### config.mk
export PLATFORM = sky130hd
export DESIGN_NAME = regfile_write_arbiter
export DESIGN_NICKNAME = d
export VERILOG_FILES = /design/src/rtl/regfile_write_arbiter_pkg.sv /design/src/rtl/regfile_write_arbiter_rr_arbiter2.sv /design/src/rtl/regfile_write_arbiter.sv
export SDC_FILE = /design/constraint.sdc
export NUM_CORES = 1
export LEC_CHECK = 0
export BUFFER_PORTS_ARGS = -buffer_cell sky130_fd_sc_hd__buf_2
export CORE_MARGIN = 3
export CORE_UTILIZATION = 50
export CTS_CLUSTER_SIZE = 14
export DETAILED_ROUTE_END_ITERATION = 16
export MAX_ROUTING_LAYER = met4
export PLACE_DENSITY = 0.88
export RECOVER_POWER = 25
export SLEW_MARGIN = 25
export SYNTH_ARGS = -nofsm -noshare
export SYNTH_HDL_FRONTEND = slang
export SYNTH_SLANG_ARGS = --single-unit
### constraint.sdc
create_clock -name clk -period 1.7 [get_ports clk]
set_input_delay 0.17 -clock clk [delete_from_list [all_inputs] [get_ports clk]]
set_output_delay 0.17 -clock clk [all_outputs]
set_load 0.05 [all_outputs]
### src/rtl/regfile_write_arbiter_pkg.sv
`default_nettype none
// ============================================================================
// Module      : regfile_write_arbiter_pkg
// Description : Shared widths, register-zero index and requester encoding
//               for the register-file write-port arbiter.
// Revision    : 1.0 - initial release
// ============================================================================
package regfile_write_arbiter_pkg;

    localparam int DATA_WIDTH = 32;
    localparam int ADDR_WIDTH = 5;
    localparam int NUM_REGS   = 2 ** ADDR_WIDTH;

    localparam logic [ADDR_WIDTH-1:0] ZERO_REG = '0;

    localparam logic GRANT_ALU = 1'b0;
    localparam logic GRANT_MEM = 1'b1;

endpackage : regfile_write_arbiter_pkg
`default_nettype wire

### src/rtl/regfile_write_arbiter_rr_arbiter2.sv
`default_nettype none
// ============================================================================
// Module      : rr_arbiter2
// Description : Two-way round-robin grant between the ALU and load
//               requesters. Keeps the last winner and awards ties to the other.
// Revision    : 1.0 - initial release
// ============================================================================
module rr_arbiter2
    import regfile_write_arbiter_pkg::*;
(
    input  logic clk,
    input  logic rst,
    input  logic i_reqAlu,
    input  logic i_reqMem,
    output logic o_grantAlu,
    output logic o_grantMem,
    output logic o_lastGrant
);

    logic r_lastGrant;

    // Grants depend only on requests and history, so a grant is a transfer.
    always_comb begin
        o_grantAlu = i_reqAlu && (!i_reqMem || (r_lastGrant == GRANT_MEM));
        o_grantMem = i_reqMem && (!i_reqAlu || (r_lastGrant == GRANT_ALU));
    end

    always_ff @(posedge clk) begin
        if (rst) begin
            r_lastGrant <= GRANT_MEM;
        end else if (o_grantAlu) begin
            r_lastGrant <= GRANT_ALU;
        end else if (o_grantMem) begin
            r_lastGrant <= GRANT_MEM;
        end
    end

    assign o_lastGrant = r_lastGrant;

endmodule : rr_arbiter2
`default_nettype wire

### src/rtl/regfile_write_arbiter.sv
`default_nettype none
// ============================================================================
// Module      : regfile_write_arbiter
// Description : Shares the register-file write port between ALU and load
//               write-back, and tracks pending writes for RAW/WAW detection.
// Revision    : 1.0 - initial release
// ============================================================================
module regfile_write_arbiter
    import regfile_write_arbiter_pkg::*;
#(
    parameter int DATA_WIDTH = regfile_write_arbiter_pkg::DATA_WIDTH,
    parameter int ADDR_WIDTH = regfile_write_arbiter_pkg::ADDR_WIDTH,
    parameter int NUM_REGS   = regfile_write_arbiter_pkg::NUM_REGS
)
(
    input  logic                  clk,
    input  logic                  reset,
    input  logic                  aluValid,
    input  logic [ADDR_WIDTH-1:0] aluRegister,
    input  logic [DATA_WIDTH-1:0] aluData,
    output logic                  aluReady,
    input  logic                  memValid,
    input  logic [ADDR_WIDTH-1:0] memRegister,
    input  logic [DATA_WIDTH-1:0] memData,
    output logic                  memReady,
    input  logic                  issueValid,
    input  logic [ADDR_WIDTH-1:0] issueRegister,
    output logic                  issueStall,
    input  logic [ADDR_WIDTH-1:0] readRegister1,
    input  logic [ADDR_WIDTH-1:0] readRegister2,
    output logic                  hazard1,
    output logic                  hazard2,
    output logic [ADDR_WIDTH-1:0] writeRegister,
    output logic [DATA_WIDTH-1:0] writeData,
    output logic                  regWrite
);

    localparam logic [ADDR_WIDTH-1:0] c_zeroReg = ADDR_WIDTH'(ZERO_REG);

    logic                  w_grantAlu;
    logic                  w_grantMem;
    logic                  w_lastGrant;
    logic                  w_transfer;
    logic [ADDR_WIDTH-1:0] w_selRegister;
    logic [DATA_WIDTH-1:0] w_selData;
    logic                  w_issueSet;
    logic [NUM_REGS-1:0]   w_pendingNext;
    logic [NUM_REGS-1:0]   r_pending;

    rr_arbiter2 u_arbiter (
        .clk         (clk),
        .rst         (reset),
        .i_reqAlu    (aluValid),
        .i_reqMem    (memValid),
        .o_grantAlu  (w_grantAlu),
        .o_grantMem  (w_grantMem),
        .o_lastGrant (w_lastGrant)
    );

    assign aluReady = w_grantAlu;
    assign memReady = w_grantMem;

    always_comb begin
        w_transfer    = w_grantAlu || w_grantMem;
        w_selRegister = w_grantAlu ? aluRegister : memRegister;
        w_selData     = w_grantAlu ? aluData     : memData;
    end

    // Writes to register zero are accepted but never reach the register file.
    always_ff @(posedge clk) begin
        if (reset) begin
            regWrite      <= 1'b0;
            writeRegister <= '0;
            writeData     <= '0;
        end else if (w_transfer) begin
            regWrite      <= (w_selRegister != c_zeroReg);
            writeRegister <= w_selRegister;
            writeData     <= w_selData;
        end else begin
            regWrite      <= 1'b0;
        end
    end

    always_comb begin
        issueStall = issueValid && r_pending[issueRegister];
        hazard1    = r_pending[readRegister1];
        hazard2    = r_pending[readRegister2];
        w_issueSet = issueValid && !issueStall && (issueRegister != c_zeroReg);
    end

    // Set is applied after clear so a newly issued producer wins a collision.
    always_comb begin
        w_pendingNext = r_pending;
        if (regWrite) begin
            w_pendingNext[writeRegister] = 1'b0;
        end
        if (w_issueSet) begin
            w_pendingNext[issueRegister] = 1'b1;
        end
        w_pendingNext[0] = 1'b0;
    end

    always_ff @(posedge clk) begin
        if (reset) begin
            r_pending <= '0;
        end else begin
            r_pending <= w_pendingNext;
        end
    end

    logic w_unusedLastGrant;
    assign w_unusedLastGrant = w_lastGrant;

endmodule : regfile_write_arbiter
`default_nettype wire

Yosys cells after proc, flatten, opt, wreduce, memory -nomap -nowiden
Cells that the tools add are included. W data, S select, Z words.

Register bits: 71. Word-level logic and storage cells: 50.

Mux-type cells: 16. Bitwise logic cells: 5. Reductions and logical operators: 17. Order comparisons: 6.

Operator list (number): $mux W32 (3); $and A32 B32 Y32 (1); $not A32 Y32 (1); $or A32 B32 Y32 (1); $lt A5 B6 Y1 const B (4); $bmux W1 S5 (3); $demux W1 S5 (2); $ge A5 B1 Y1 const B (2); $reduce_bool A5 Y1 (2); $logic_and A1 B1 Y1 (7); $mux W1 (7); $mux W5 (1); $logic_not A1 Y1 (3); $logic_or A1 B1 Y1 (3); $not A1 Y1 (2); $reduce_bool A2 Y1 (1); $reduce_or A2 Y1 (1).

Depth between registers and ports, before layout
Depth in word-level cells: 9. Gate-level depth with buffers: 7. Gate-level depth less buffers: 5.

By module
From an unflattened synthesis, not the netlist that was laid out.

Cell total of the unflattened synthesis: 479. Area, all modules: 4105.2 um2.

Modules (own cells, without submodules): regfile_write_arbiter (instances 1, area each 4050.1 um2, sequential area each 1381.3 um2, cells an instance 472); rr_arbiter2 (instances 1, area each 55.1 um2, sequential area each 20.0 um2, cells an instance 7).

Least setup slack after synthesis
Ideal clock, no wire load.

Path type: in2out. Start point: input port readRegister1[0]. End point: output port hazard1. Required time: 1.530 ns. Stages: 4. Setup slack: -1.021 ns. Arrival time: 2.551 ns. Cell sequence: buf_2 -> mux4_2 -> mux2i_1 -> o311ai_0.

Word-level cells in the longest chain between the ends: 2.

RTL lines: from (decl) (RTL line regfile_write_arbiter.sv:29) `input logic [ADDR_WIDTH-1:0] readRegister1,`; $bmux W1 S5 (RTL line regfile_write_arbiter.sv:86) `hazard1 = r_pending[readRegister1];`; $mux W1 (implied by the code) (RTL line regfile_write_arbiter.sv:86); to (decl) (RTL line regfile_write_arbiter.sv:31) `output logic hazard1,`.

Every way passes these cells. The select of a mux whose other input is x is not followed.

Worst setup path in the final report
Start point: register r_pending[3]. End point: output port hazard2.

Word-level cells in the longest chain between the ends: 2.

RTL lines: from (decl) (RTL line regfile_write_arbiter.sv:48) `logic [NUM_REGS-1:0] r_pending;`; from (signal assigned) (RTL line regfile_write_arbiter.sv:107) `r_pending <= w_pendingNext;`; $bmux W1 S5 (RTL line regfile_write_arbiter.sv:87) `hazard2 = r_pending[readRegister2];`; $mux W1 (implied by the code) (RTL line regfile_write_arbiter.sv:87); to (decl) (RTL line regfile_write_arbiter.sv:32) `output logic hazard2,`.

Every way passes these cells. The select of a mux whose other input is x is not followed.

==> results by group <==
Floorplanning
  – Top Ports: between 100 and 150
  – Core area: between 7000 and 8000 um2
  – Die Width: 97.31 um
  – Die Ht: 97.31 um
  – FP Rows: 32
  – Die area: 9469 um2
  – Initial core utilization: 52.59%

Hold path
  – Worst hold stages: 3
  – Hold Path Class: in2reg
  – Worst Hold End: writeData[25]
  – Min-Delay Startpoint: memData[25]

GRT
  – GRT overflow: 0
  – Met3 Use GR: about 3.9%
  – Largest net degree at the start of global routing: 47
  – Top Usage Layer GRT: met2
  – Initial antenna violation count: 0
  – Number of global-route vias before repair: 4509
  – GR Layer Usage met2: 47.56%
  – Gr usage total: 28.98%
  – First-pass GRT wire length: between 20 and 25 mm
  – Grt met1 use: around 37%

Clock tree
  – Clock transition at path regs: 80 ps
  – Clk Latency, worst-skew pair: approximately 340 ps
  – Hold buffer count at CTS: 0
  – CTS tree: built
  – Clk root buf: clkbuf_8
  – H-tree lvl count: 3
  – CTS Buffer Depth: 2
  – Clock sink count: 70
  – CTS buffer count: 9

Logic synthesis
  – Yosys Warn Count: 0
  – Gate Count Post-Synth: 494
  – Mapped Avg Cell Area: 8.439 um2
  – Unique masters post-synth: 45
  – Mapped Area: 4169 um2
  – Post-synth ARST share: 0%
  – Most used DFF post-synth: dfxtp_1
  – Sequential area share after synthesis: 33.61%
  – Register bit count reported by yosys: 70
  – Syn nets: 588
  – Post-synth EDFFs: 0

Layout
  – Post-route design area: 5444 um2
  – Final nets: 730
  – N_diodes: 0
  – FILL cells: roughly 630
  – Area grow syn2layout: 30.58%
  – Layout cells sized above 1: between 30% and 40%

Worst setup path
  – Worst endpoint data arrival time: roughly 1900 ps
  – R2R setup slack: 50 ps
  – Critical-path top delay cell: dfxtp_2
  – Worst Path Max Fanout: 4
  – Crit Reg-Reg Startpoint: r_pending[19]
  – FF-to-FF path depth: 5
  – Critical Path RT: 1530 ps
  – CP Capture Type: output port
  – Critical Path Max Stage Delay: 360 ps
  – Startpoint types: flip-flop
  – Reg-to-reg endpoint: r_pending[11]
  – Crit path kind: reg2out
  – Crit path cell chain: mux2_2 > a221oi_1 > a311oi_1 > o21ai_1 > o311ai_4 > buf_6

STA
  – FMAX: 0.4914 GHz
  – Clock skew: 9.420 ps
  – Rel. slew slack: 48.26%
  – Slew Limit Fails: 0
  – Final setup vio count: 3
  – Final Worst Setup Slack: -334.9 ps
  – Final period utilization: 119.7%
  – RSZ-0062 raised after global routing: true
  – Worst-margin pin slew: 776.1 ps
  – Final hold slack: a little under 90 ps
  – Final hold viol count: 0
  – Crit path time final: around 2000 ps

Detailed routing
  – Via count: between 4000 and 5000
  – DRT antenna net count: 0
  – DRT Wirelength: 13.61 mm
  – DRT iter0 DRCs: 298
  – Remaining DRCs: 0
  – Routed vias/inst: 6.175
  – Routed length per instance: 18.31 um
  – DRT Pass-1 Iters: 5

Run
  – Max-cap violations: 0

Place
  – Final Wtd Congestion: 0.9813
  – Area of placed instances: a little over 5000 um2
  – Dpl hpwl: 9.928 mm
  – # port buffers: 136

Power and ir drop
  – Max VDD drop: roughly 580 uV
  – Sequential power share: 39.9%
  – Comb pwr share: about a quarter
  – Clock power share: a little over a third
  – Psw: 1.419 mW
  – Sw Share: 31.41%
  – Power Internal: 3.100 mW
  – PwrDens: around 830 nW/um2
  – Leak: 2.306 nW

Run status
  – Failing checks: negative setup slack
  – Outcome: finished with violations
layer usage:
| metal | share of wire (%) | wire (um) | vias to the layer above |
|---|---|---|---|
| met1 | 41 | 5535 | 2190 |
| met5 | 0 | 0 | - |
| met4 | 2.2 | 298 | 0 |
| li1 | - | - | 2116 |
| met3 | 8.6 | 1165 | 29 |
| met2 | 49 | 6607 | 253 |
Yosys cell counts (all sizes together) (5+ instances only):
cell	instances	share of area (%)
a21oi	25	3.0
a311oi	21	4.4
a31oi	17	2.6
buf	16	2.1
clkbuf	27	2.4
dfxtp	70	34
inv	25	2.3
mux2	9	2.4
mux2i	11	2.6
mux4	16	8.8
nand2	52	4.7
nand2b	11	1.7
nand3	8	1.1
nand3b	14	2.5
nor2	44	4.0
nor2b	20	3.0
nor3b	5	0.90
o21ai	49	5.9
o221a	17	4.6
cells by family (layout without fill, tap and decap cells):
kind of cell,Yosys count,count (layout),share of synthesized area [%]
muxes,36,36,13.90
and+or+nand+nor,172,172,21.40
buffers and inverters,68,215,6.783
AOI/OAI and AO/OA,148,148,24.31
DFF,70,70,33.61
power groups by stage:
| stage | registers (mW) | logic [mW] | clock network, mW |
|---|---|---|---|
| 5_1_grt | 1.81 | 1.15 | 1.72 |
| 6_report | 1.80 | 1.07 | 1.64 |
| 4_1_cts | 1.80 | 1.06 | 1.65 |
| 2_1_floorplan | 2.08 | 0.454 | 0 |
| 3_5_place_dp | 1.83 | 1.05 | 0 |
| 3_3_place_gp | 1.83 | 1.02 | 0 |
critical path, delay by kind of cell, from the launching register on:
family	cells	cell delay (ps)
buf+inv	1	170
compound gates	4	720
flops	1	360
mux	1	270
timing repair:
| item | 4_1_cts | 5_1_grt |
|---|---|---|
| pin swaps | 4 | 2 |
| endpoints found under the setup margin | 6 | 11 |
| gates resized for setup | 22 | 19 |
| buffers inserted | 0 | 3 |
through the flow:
stage          TNS (ps)  total power, mW  std cells  setup slack [ps]  utilization [%]
2_1_floorplan    -7.047            2.537        494            -7.047                -
3_3_place_gp     -289.9            2.849        724            -145.3            64.09
3_5_place_dp     -585.2            2.881        724            -157.3            64.09
4_1_cts          -930.6            4.508        740            -325.4            67.69
5_1_grt           -1086            4.682        743            -387.3            68.67
6_report         -947.3            4.519        743            -334.9            68.67
how the worst max path moves through the flow:
stage / startpoint / to / slack, ps
CTS: r_pending[17] / hazard1 / -330
global placement: issueRegister[0] / issueStall / -150
detailed placement: issueRegister[0] / issueStall / -160
floorplan: readRegister1[0] / hazard1 / -7
finish: r_pending[3] / hazard2 / -330
global route: r_pending[17] / hazard1 / -390
state kept, by name (all words and copies together) (netlist names):
name and cells:
writeData 32, r_pending 31, writeRegister 5, regWrite 1, u_arbiter.o_lastGrant 1
area by class of cell:
| type | count | area [um2] | share of cell area, % |
|---|---|---|---|
| Clock inverter | 6 | 108.9 | 2.000 |
| Inverter | 25 | 97.59 | 1.793 |
| Sequential cell | 70 | 1421 | 26.11 |
| Clock buffer | 10 | 137.6 | 2.528 |
| Multi-Input combinational cell | 356 | 2597 | 47.71 |
| Tap cell | 102 | 127.6 | 2.344 |
| Timing Repair Buffer | 174 | 953.4 | 17.51 |
cells in the final DEF (no fill, tap or decap), types with 3 or more instances in the layout:
cell type / netlist / final
o32ai_1: 4 / 3
a31oi_1: 17 / 17
clkbuf_8: 0 / 10
o41ai_2: 0 / 3
o221a_2: 17 / 17
o21ai_0: 46 / 42
clkbuf_1: 27 / 26
nand3_1: 7 / 7
nand2_1: 52 / 52
nor2_1: 44 / 44
dfxtp_1: 70 / 56
mux2_2: 9 / 9
nand2b_1: 11 / 11
mux4_2: 14 / 16
dfxtp_2: 0 / 13
nor3b_1: 5 / 5
nor4_1: 4 / 3
nand3b_1: 14 / 14
inv_1: 25 / 24
a21oi_1: 25 / 25
bufinv_16: 0 / 3
mux2i_1: 11 / 10
o21ai_1: 3 / 6
a311oi_1: 21 / 21
nor2b_1: 20 / 20
buf_6: 1 / 4
buf_4: 1 / 36
buf_2: 13 / 108
No activity file was read; power rests on OpenSTA's default activity.
